==> config.mk <==
export PLATFORM = sky130hd
export DESIGN_NAME = seg7_scan_ctrl
export DESIGN_NICKNAME = d
export VERILOG_FILES = /design/src/rtl/seg7_pkg.sv /design/src/rtl/seg7_decoder.sv /design/src/rtl/seg7_scan_ctrl.sv
export SDC_FILE = /design/constraint.sdc
export NUM_CORES = 1
export LEC_CHECK = 0
export ABC_AREA = 1
export CELL_PAD_IN_SITES_DETAIL_PLACEMENT = 0
export CELL_PAD_IN_SITES_GLOBAL_PLACEMENT = 2
export CORE_MARGIN = 1.5
export CORE_UTILIZATION = 35
export CTS_CLUSTER_DIAMETER = 100
export DETAILED_ROUTE_END_ITERATION = 8
export GPL_TIMING_DRIVEN = 0
export PLACE_DENSITY = 0.87
export SLEW_MARGIN = 20
export SYNTH_ARGS = -nofsm -noshare
export SYNTH_HDL_FRONTEND = slang
export SYNTH_SLANG_ARGS = --single-unit
==> constraint.sdc <==
create_clock -name CLK -period 4.4 [get_ports CLK]
set_input_delay 0.88 -clock CLK [delete_from_list [all_inputs] [get_ports CLK]]
set_output_delay 0.88 -clock CLK [all_outputs]
set_load 0.01 [all_outputs]
==> src/rtl/seg7_pkg.sv <==
// Shared types and constants for the seven-segment scan controller.
package seg7_pkg;

  // Scan scheduler states: all digits dark, or one digit driven.
  typedef enum logic {
    S_BLANK = 1'b0,
    S_DRIVE = 1'b1
  } scan_state_t;

  // Register offsets from the bus base address.
  localparam logic [1:0] OFS_D10   = 2'd0;  // {digit1, digit0}
  localparam logic [1:0] OFS_D32   = 2'd1;  // {digit3, digit2}
  localparam logic [1:0] OFS_DOT   = 2'd2;  // [3:0] dot mask, 1 = dot on
  localparam logic [1:0] OFS_BLANK = 2'd3;  // [3:0] blank mask, 1 = digit dark

  // Active-low segment patterns {g,f,e,d,c,b,a}, indexed by hex value.
  localparam logic [6:0] SEG_TABLE [16] = '{
    7'h40, 7'h79, 7'h24, 7'h30,   // 0 1 2 3
    7'h19, 7'h12, 7'h02, 7'h78,   // 4 5 6 7
    7'h00, 7'h10, 7'h08, 7'h03,   // 8 9 A b
    7'h46, 7'h21, 7'h06, 7'h0E    // C d E F
  };

endpackage

==> src/rtl/seg7_decoder.sv <==
// Combinational hex digit to active-low seven-segment pattern.
module seg7_decoder
  import seg7_pkg::*;
(
  input  logic [3:0] hex,
  output logic [6:0] seg
);

  assign seg = SEG_TABLE[hex];

endmodule

==> src/rtl/seg7_scan_ctrl.sv <==
// Bus-mapped four-digit seven-segment scan controller. CPU writes land in
// shadow registers and are copied to the displayed set only at frame ends.
module seg7_scan_ctrl
  import seg7_pkg::*;
#(
  parameter logic [7:0] BASE_ADDR    = 8'hD0,
  parameter int         SCAN_DIV     = 50000,
  parameter int         BLANK_CYCLES = 500
) (
  input  logic       CLK,
  input  logic       RESET,
  input  logic [7:0] BUS_ADDR,
  input  logic [7:0] BUS_DATA_IN,
  input  logic       BUS_WE,
  output logic [3:0] SEG_SELECT_OUT,
  output logic [7:0] HEX_OUT,
  output logic       FRAME_DONE,
  output logic       COMMIT_PEND
);

  localparam int CNT_MAX = (SCAN_DIV > BLANK_CYCLES) ? SCAN_DIV : BLANK_CYCLES;
  localparam int CNT_W   = (CNT_MAX > 1) ? $clog2(CNT_MAX) : 1;
  localparam logic [CNT_W-1:0] DRIVE_LAST = CNT_W'(SCAN_DIV - 1);
  localparam logic [CNT_W-1:0] BLANK_LAST = CNT_W'(BLANK_CYCLES - 1);

  scan_state_t      state, state_nxt;
  logic [CNT_W-1:0] cnt, cnt_nxt;
  logic [1:0]       idx, idx_nxt;
  logic             frame_end;

  logic [7:0] sh_d10, sh_d32, act_d10, act_d32;
  logic [3:0] sh_dot, sh_blank, act_dot, act_blank;

  logic [8:0] bus_ofs;
  logic       bus_hit;
  logic [3:0] digit;
  logic [6:0] seg;
  logic [3:0] sel_d;
  logic [7:0] hex_d;

  // Borrow into bit 8 makes addresses below the base fall out of range.
  assign bus_ofs = {1'b0, BUS_ADDR} - {1'b0, BASE_ADDR};
  assign bus_hit = BUS_WE && (bus_ofs < 9'd4);

  // Shadow capture of CPU writes and atomic commit to the active set at frame end.
  always_ff @(posedge CLK) begin
    // NOTE: non-blocking (<=) so every register samples pre-edge values; with
    // blocking, the commit below could copy a same-cycle write.
    if (RESET) begin
      sh_d10      <= '0;
      sh_d32      <= '0;
      sh_dot      <= '0;
      sh_blank    <= 4'hF;
      act_d10     <= '0;
      act_d32     <= '0;
      act_dot     <= '0;
      act_blank   <= 4'hF;
      COMMIT_PEND <= 1'b0;
    end else begin
      if (frame_end && COMMIT_PEND) begin
        act_d10     <= sh_d10;
        act_d32     <= sh_d32;
        act_dot     <= sh_dot;
        act_blank   <= sh_blank;
        COMMIT_PEND <= 1'b0;
      end
      // A write in the commit cycle lands after the copy and stays pending.
      if (bus_hit) begin
        case (bus_ofs[1:0])
          OFS_D10:   sh_d10   <= BUS_DATA_IN;
          OFS_D32:   sh_d32   <= BUS_DATA_IN;
          OFS_DOT:   sh_dot   <= BUS_DATA_IN[3:0];
          default:   sh_blank <= BUS_DATA_IN[3:0];
        endcase
        COMMIT_PEND <= 1'b1;
      end
    end
  end

  // Scan scheduler state, slot counter and digit index.
  always_ff @(posedge CLK) begin
    if (RESET) begin
      state <= S_BLANK;
      cnt   <= '0;
      idx   <= '0;
    end else begin
      state <= state_nxt;
      cnt   <= cnt_nxt;
      idx   <= idx_nxt;
    end
  end

  // Pick the active digit nibble for the current index.
  always_comb begin
    digit = act_d10[3:0];
    case (idx)
      2'd0:    digit = act_d10[3:0];
      2'd1:    digit = act_d10[7:4];
      2'd2:    digit = act_d32[3:0];
      default: digit = act_d32[7:4];
    endcase
  end

  seg7_decoder u_decoder (
    .hex (digit),
    .seg (seg)
  );

  // Next-state logic plus the pre-register pin values for the current slot.
  always_comb begin
    // NOTE: every output gets a default first so no path leaves one unassigned
    // (which would infer a latch).
    state_nxt = state;
    cnt_nxt   = cnt + CNT_W'(1);
    idx_nxt   = idx;
    frame_end = 1'b0;
    sel_d     = 4'hF;
    hex_d     = 8'hFF;
    case (state)
      S_BLANK: begin
        if (cnt == BLANK_LAST) begin
          state_nxt = S_DRIVE;
          cnt_nxt   = '0;
        end
      end
      default: begin
        if (!act_blank[idx]) begin
          sel_d = ~(4'b0001 << idx);
          hex_d = {~act_dot[idx], seg};
        end
        if (cnt == DRIVE_LAST) begin
          state_nxt = S_BLANK;
          cnt_nxt   = '0;
          idx_nxt   = idx + 2'd1;
          frame_end = (idx == 2'd3);
        end
      end
    endcase
  end

  // Registered display pins, one cycle behind the scheduler.
  always_ff @(posedge CLK) begin
    if (RESET) begin
      SEG_SELECT_OUT <= 4'hF;
      HEX_OUT        <= 8'hFF;
    end else begin
      SEG_SELECT_OUT <= sel_d;
      HEX_OUT        <= hex_d;
    end
  end

  // Frame-done is decoded from registered state only, so it coincides with the commit cycle.
  assign FRAME_DONE = frame_end;

endmodule
# After elaboration in Yosys (flattened, before gate mapping)
# Memory sizes are Yosys's and may differ from the RTL's. A register that Yosys moved wholly into a read port is not among the register bits.
# Index checks and enable logic that the tools add are counted.
# classes
n_addsub,3
n_mul,0
n_div,0
order_cmp,3
n_eq_ne,7
shifts,1
muxes,17
n_bitwise,5
reduce_logical,12
# ops
operator,count
$mux W16,3
$add A16 B1 Y16 const B,1
$eq A16 B16 Y1 const B,1
$eq A16 B9 Y1 const B,1
$mux W7,2
$pmux W4 S3,1
$reduce_and A2 Y1,5
$lt A9 B3 Y1 const B,1
$mux W1,9
$sub A8 B8 Y9 const B,1
$eq A2 B2 Y1 const B,3
$reduce_or A3 Y1,2
$ge A5 B5 Y1 const B,1
$not A4 Y5,1
$bmux W1 S2,2
$eq A2 B1 Y1 const B,2
$logic_not A2 Y1,2
$not A4 Y4,1
$shl A1 B2 Y4 const A,1
$lt A2 B3 Y1 const B,1
$not A1 Y1,3
$add A2 B1 Y2 const B,1
$logic_and A1 B1 Y1,2
$reduce_bool A2 Y1,1
# totals
regBits,80
latch_bits,0
mem_bits_rw,0
rom_bits,112
out_inout_bits,14
wordCells,63
mem_count,1
# memory_table
memory,words,word_bits,rd,rd_clocked_by_memory_dff,wr,line,source
(no name shown),16,7,1,1,0,seg7_decoder.sv:9,assign seg = SEG_TABLE[hex];

# Longest topological paths before layout
# Gate-level depths: netlist of run 1.
# depth
ltp_word,6
ltp_mapped,11

# Modules after synthesis
# Synthesis of run 1 repeated with hierarchy kept, for this count alone.
# unflattened
cells_unflattened,509
area_unflattened_um2,3668.5
# by_module_without_submodules
mod,n_inst,cells_each,area_each_um2,seq_area_each_um2
seg7_scan_ctrl,1,458,3393.3,1601.5
seg7_decoder,1,51,275.3,0.0

# Least setup slack after synthesis of run 1
# Ideal clock, no wire load.
# synth_timing
kind,register to output
from,reg cnt[0]
to,out FRAME_DONE
t_arrival_ns,1.243
required_time_ns,3.520
setup_slack_ns,2.277
stages_incl_launch_ff,6
cell_sequence,dfxtp_1 -> ha_1 -> nand3_2 -> nor3_4 -> nand2_1 -> nor2_2
# synth_between
elab_chain_len,3
# synth_rtl
element,line,source
from (decl),seg7_scan_ctrl.sv:27,"logic [CNT_W-1:0] cnt, cnt_nxt;"
from (signal assigned),seg7_scan_ctrl.sv:88,cnt <= cnt_nxt;
$eq A16 B16 Y1,seg7_scan_ctrl.sv:131,if (cnt == DRIVE_LAST) begin
$mux W1,seg7_scan_ctrl.sv:131,
$mux W1,seg7_scan_ctrl.sv:119,case (state)
to (decl),seg7_scan_ctrl.sv:17,"output logic FRAME_DONE,"
# No other way between the ends.

# Worst setup path after layout of run 1
# Same ends and word-level chain as after synthesis.

==> metrics.csv, run 1 <==
metric,value,unit
fillers,1022,
Die ar.,10900,um^2
"Net count, final",574,
post-synth cell types,24,
Fin Hold WS,0.458,ns
Synth Register Bits,80,
worst-path maximum fanout,5,
"Avg Cell Area, Syn",7.16,um^2
Die X,104,um
maximum clock path buffer count,2,
CTS tree,built,
vias in the first global route,2994,
clk root buf,clkbuf_8,
Area after DPL,4070,um^2
dpl cells,666,
crit path kind,reg2out,
launching point of the worst reg2reg path,idx[0],
R2R Setup Slk,1.87,ns
detailed router's first-iteration violation count,167,
core box area,9860,um^2
Inserted Diodes,0,
total power,1.38,mW
XOR/XNOR Fraction of Synth Area,3.41,%
GP Congestion,0.781,
actual transition at the worst max-transition pin,0.650,ns
CP Data Arrival Time,2.37,ns
Synth area leaders,"dfxtp_1, nand2_1, nor2_1, nand3_1, inv_1",
top cell type's share of synthesized area,44.6,%
final non-filler cell total,682,
fraction of registers with async set/reset,0,%
Most used DFF post-synth,dfxtp_1,
count of pins over their slew limit,0,
RSZ-0062 raised after global routing,false,
CTS Sinks,80,
I/O pins,33,
first-pass GRT wire length,14800,um
area grow syn2layout,19.4,%
CP endpoint kind,primary output,
crit share post-route,73.8,%
peak supply drop,167,uV
worst skew pair latency,0.35,ns
Hold Crit Class,reg2reg,
Max Clock Freq,308,MHz
hold_sp,cnt[0],
via count,3194,
"share of synthesized cell area in full adder, half adder and majority cells",3.83,%
row count,36,
worst flop-to-flop path endpoint,HEX_OUT[5],
Final WS setup,1.15,ns
Post-CTS Setup Bufs,0,
post-synth top area cell,dfxtp_1,
pin count of the biggest net entering global routing,14,
initial antenna violation count,0,
CTS buffer count,9,
Yosys warnings,0,
register area share after synthesis,44.6,%
share of layout cells above drive strength 1,5.10,%
# DRC,0,
largest family of logic cells by synthesized area,simple AND/OR/NAND/NOR gates,
Die H,104,um
Syn Inst Count,502,
Final min period,3.25,ns
Pre-Repair DR Iteration Count,4,
hold path depth,1,
synthesized area,3590,um^2
final hold violation count,0,
Final Util,43.5,%
Crit-path slowest cell,clkdlybuf4s50_1,
Register-to-Register Path Depth,11,
Startpoint Class,register,
Max-Slew Margin vs Limit,56.7,%
number of flops mapped to enable cells by yosys,0,
cts repair resizes,0,
port buffer count,31,
Worst Path Required,3.52,ns
DP Worst Slack,1.52,ns
HPWL Detailed,6520,um
Leakage Power,1.88,nW
pwr/cell area,322,nW/um^2
overflow left after global routing,0,
hold endpoint,cnt[0],
"Critical Path, Cell by Cell",ha_1 > nand3_2 > nor3_4 > nand2_1 > nor2_2 > clkdlybuf4s50_1,
Via density,4.68,
clock-pin slew on the worst setup and hold paths,0.08,ns
max cap viols,0,
Starting Density,36.4,%
all-layer global routing usage,17.0,%
H-tree depth,3,
count of hold-fix buffers inserted at cts,0,
clk_skew,0.0124,ns
compound-cell area share of the yosys netlist,6.27,%
Post-Route WL,8770,um
final setup TNS,0,ns
ANT nets after route,0,
setup violators final,0,
outcome,"complete, no violations",
multiplexer area fraction after synthesis,0,%
drt wl/cell,12.9,um
Crit path largest cell delay,0.59,ns
Synthesized Nets,532,
simple-gate portion of the synthesized area,34.6,%
fin area,4290,um^2
==> final cells by class <==
class | count | area, um^2 | share of cell area, %
multi-input cells | 358 | 1730 | 40.3
flip-flops and latches | 80 | 1600 | 37.3
inverters | 47 | 176 | 4.11
clock inverters | 5 | 80.1 | 1.87
repair buffers | 31 | 310 | 7.23
clock buffers | 11 | 141 | 3.29
plain buffers | 17 | 87.6 | 2.04
well taps | 133 | 166 | 3.88
==> cell families (layout without fill, tap and decap cells) <==
family,count (synthesis),count (layout)
AO/OA/AOI/OAI,43,43
XOR/XNOR,14,14
adder cells (fa/ha/maj),11,11
buffers and inverters,64,111
flip-flops,80,80
AND/OR/NAND/NOR,290,290
==> state kept, by name, summed over array words and instances (netlist names) <==
name and count:
cnt 16, COMMIT_PEND 1, idx 2, HEX_OUT 8, sh_blank 4, sh_d32 8
SEG_SELECT_OUT 4, sh_d10 8, act_d10 8, act_dot 4, state 1, sh_dot 4
act_d32 8, act_blank 4
==> layer usage <==
metal	vias up	share of wire, %	track usage (%)
met4	0	0.85	6.25
met1	1433	52	24.4
met2	62	43	25.8
met3	7	3.9	2.19
li1	1692	-	-
met5	-	0	0
==> cell usage in the layout, fill, tap and decap left out, types with 2 or more instances in the layout <==
cell type and n:
clkbuf_1 9, nor3_1 2, xor2_1 9, clkbuf_8 10
xnor2_1 5, nand4_1 26, clkdlybuf4s50_1 31, inv_1 47
dfxtp_1 80, o21ai_0 10, ha_1 11, buf_6 2
nand2_1 122, buf_2 7, clkinvlp_4 2, nand3_1 37
nor2_1 98, a21oi_1 27, o22ai_1 3, bufinv_16 2
==> worst max-delay path by stage <==
| stage | cells past startpoint | end | from |
|---|---|---|---|
| 2_1_floorplan | 5 | FRAME_DONE | cnt[0] |
| 3_3_place_gp | 6 | FRAME_DONE | cnt[0] |
| 3_5_place_dp | 6 | FRAME_DONE | cnt[0] |
| 4_1_cts | 6 | FRAME_DONE | cnt[0] |
| 5_1_grt | 6 | FRAME_DONE | cnt[0] |
| 6_report | 6 | FRAME_DONE | cnt[0] |
==> cells in the mapped netlist (all sizes together) (5+ instances only) <==
master  instances
nand4          27
o21ai          11
ha             11
nand3          38
inv            47
a21oi          27
clkbuf          8
buf             9
xor2            9
nor2           99
dfxtp          80
xnor2           5
nand2         122
==> power by group <==
group / leakage [nW] / switching (mW) / internal, mW
clock network: 0.106 / 0.267 / 0.334
logic: 1.13 / 0.0303 / 0.0210
registers: 0.646 / 0.00237 / 0.726
==> worst max-delay path: cells and delay by family, from the launching register on <==
family / cells / cell delay [ns]
adder cells (fa/ha/maj): 1 / 0.25
flip-flops: 1 / 0.36
buffers and inverters: 1 / 0.59
AND/OR/NAND/NOR: 4 / 0.83
Power figures use the tool's default switching activity.
==> run 2, diff against run 1 <==
--- a/config.mk
+++ b/config.mk
@@ -9,11 +9,11 @@
 export CELL_PAD_IN_SITES_DETAIL_PLACEMENT = 0
 export CELL_PAD_IN_SITES_GLOBAL_PLACEMENT = 2
 export CORE_MARGIN = 1.5
-export CORE_UTILIZATION = 35
+export CORE_UTILIZATION = 32
 export CTS_CLUSTER_DIAMETER = 100
 export DETAILED_ROUTE_END_ITERATION = 8
 export GPL_TIMING_DRIVEN = 0
-export PLACE_DENSITY = 0.87
+export PLACE_DENSITY = 0.81
 export SLEW_MARGIN = 20
 export SYNTH_ARGS = -nofsm -noshare
 export SYNTH_HDL_FRONTEND = slang
==> constraint.sdc (replaced) <==
create_clock -name CLK -period 3.1 [get_ports CLK]
set_input_delay 0.62 -clock CLK [delete_from_list [all_inputs] [get_ports CLK]]
set_output_delay 0.62 -clock CLK [all_outputs]
set_load 0.01 [all_outputs]
==> metrics.csv, run 2 (synthesized netlist as in run 1, its figures left out) <==
metric,value,unit,change
DP Worst Slack,0.476,ns,was 1.52 ns
Final min period,2.91,ns,
clock-pin slew on the worst setup and hold paths,0.07,ns,was 0.08 ns
hold path depth,1,,unchanged
maximum clock path buffer count,2,,unchanged
I/O pins,33,,unchanged
worst skew pair latency,0.36,ns,was 0.35 ns
vias in the first global route,2948,,was 2994
Max Clock Freq,343,MHz,
all-layer global routing usage,16.1,%,was 17.0%
detailed router's first-iteration violation count,135,,was 167
CTS tree,built,,unchanged
Die H,109,um,was 104 um
area grow syn2layout,19.2,%,was 19.4%
"commonest non-fill, non-tap cells in the layout","nand2_1, nor2_1, dfxtp_1, inv_1, nand3_1",,unchanged
Die X,109,um,was 104 um
Startpoint Class,register,,unchanged
CTS Sinks,80,,unchanged
final setup TNS,0,ns,unchanged
Area after DPL,4080,um^2,was 4070 um^2
row count,38,,was 36
port buffer count,31,,unchanged
max reg flops,16,,unchanged
drt wl/cell,12.8,um,was 12.9 um
hold endpoint,cnt[0],,unchanged
pin count of the biggest net entering global routing,14,,unchanged
CP Data Arrival Time,2.29,ns,was 2.37 ns
cell family with most CP delay,simple AND/OR/NAND/NOR gates,,unchanged
Biggest register,cnt,,unchanged
Fin Hold WS,0.464,ns,was 0.458 ns
actual transition at the worst max-transition pin,0.611,ns,was 0.650 ns
# DRC,0,,unchanged
count of pins over their slew limit,0,,unchanged
Final WS setup,0.185,ns,was 1.15 ns
Post-Route WL,8780,um,was 8770 um
final hold violation count,0,,unchanged
Max-Slew Margin vs Limit,59.3,%,was 56.7%
Crit-path slowest cell,clkdlybuf4s50_1,,unchanged
first-pass GRT wire length,14600,um,was 14800 um
"Net count, final",574,,unchanged
via count,3153,,was 3194
outcome,"complete, no violations",,unchanged
Pre-Repair DR Iteration Count,4,,unchanged
hold_sp,cnt[0],,unchanged
Final Util,39.3,%,was 43.5%
Leakage Power,1.87,nW,was 1.88 nW
initial antenna violation count,0,,unchanged
worst-path maximum fanout,5,,unchanged
"Critical Path, Cell by Cell",ha_2 > nand3_2 > nor3_4 > nand2_1 > nor2_4 > clkdlybuf4s50_1,,was ha_1 > nand3_2 > nor3_4 > nand2_1 > nor2_2 > clkdlybuf4s50_1
WP depth,6,,unchanged
H-tree depth,3,,unchanged
crit path kind,reg2out,,unchanged
Inserted Diodes,0,,unchanged
setup violators final,0,,unchanged
Hold Crit Class,reg2reg,,unchanged
clk_skew,0.0108,ns,was 0.0124 ns
launching point of the worst reg2reg path,idx[0],,unchanged
count of hold-fix buffers inserted at cts,0,,unchanged
clk root buf,clkbuf_8,,unchanged
"most common cell after layout, fill and taps aside",nand2_1,,unchanged
Die ar.,11900,um^2,was 10900 um^2
total power,1.88,mW,was 1.38 mW
max cap viols,0,,unchanged
RSZ-0062 raised after global routing,false,,unchanged
worst flop-to-flop path endpoint,HEX_OUT[5],,unchanged
GP Congestion,0.776,,was 0.781
Crit path largest cell delay,0.57,ns,was 0.59 ns
share of layout cells above drive strength 1,5.11,%,was 5.10%
final non-filler cell total,688,,was 682
core box area,10900,um^2,was 9860 um^2
Starting Density,33.0,%,was 36.4%
HPWL Detailed,6640,um,was 6520 um
fin area,4280,um^2,was 4290 um^2
Register-to-Register Path Depth,11,,unchanged
CTS buffer count,9,,unchanged
Worst Path Required,2.48,ns,was 3.52 ns
R2R Setup Slk,0.62,ns,was 1.87 ns
Via density,4.58,,was 4.68
dpl cells,673,,was 666
crit share post-route,94.0,%,
CP endpoint kind,primary output,,unchanged
pwr/cell area,438,nW/um^2,was 322 nW/um^2
CP Buf/Inv Count,1,,unchanged
peak supply drop,154,uV,was 167 uV
ANT nets after route,0,,unchanged
overflow left after global routing,0,,unchanged
==> run 2: what timing repair did <==
| item | CTS | global route |
|---|---|---|
| resized for setup | 0 | 2 |
| setup endpoints to repair | 0 | 1 |
| endpoints found under the hold margin | 0 | 0 |
| buffers inserted | 0 | 0 |
==> run 2: worst max path at each step <==
stage                     start         end  slack [ns]
floorplan                idx[0]  HEX_OUT[5]        1.12
global placement         cnt[0]  FRAME_DONE        0.49
detailed placement  BUS_ADDR[4]   sh_d32[2]        0.48
CTS                      cnt[0]  FRAME_DONE        0.07
global route             cnt[0]  FRAME_DONE        0.04
finish                   cnt[0]  FRAME_DONE        0.19
==> run 2: cell type report <==
cell class | instances | area (um^2)
Multi-Input combinational cell | 358 | 1740
Inverter | 47 | 176
Buffer | 17 | 87.6
Clock buffer | 11 | 141
Sequential cell | 80 | 1600
Timing Repair Buffer | 31 | 310
Fill cell | 1190 | 6600
Clock inverter | 4 | 55.1
Tap cell | 140 | 175
==> run 2: power breakdown <==
group          leakage [nW]  internal, mW  total (mW)  switching (mW)
sequential            0.646          1.03        1.03         0.00347
clock                0.0956         0.393       0.770           0.378
combinational          1.13        0.0303      0.0741          0.0437
==> run 2: routing by layer <==
metal | routed length (um) | vias up | track usage [%]
li1 | - | 1694 | -
met1 | 4650 | 1385 | 23.0
met2 | 3630 | 63 | 23.8
met3 | 380 | 11 | 3.35
met4 | 113 | 0 | 5.92
met5 | 0 | - | 0
==> run 2: worst reg2reg max path, cell delays in order (launching register included) <==
cell and delay, ns:
dfxtp_1 0.52, inv_1 0.19, ha_1 0.32, nand2_1 0.10, nand2_1 0.05, o22ai_1 0.41
inv_1 0.13, ha_1 0.25, nand3_1 0.13, inv_1 0.05, o21ai_0 0.16, nand2_1 0.07
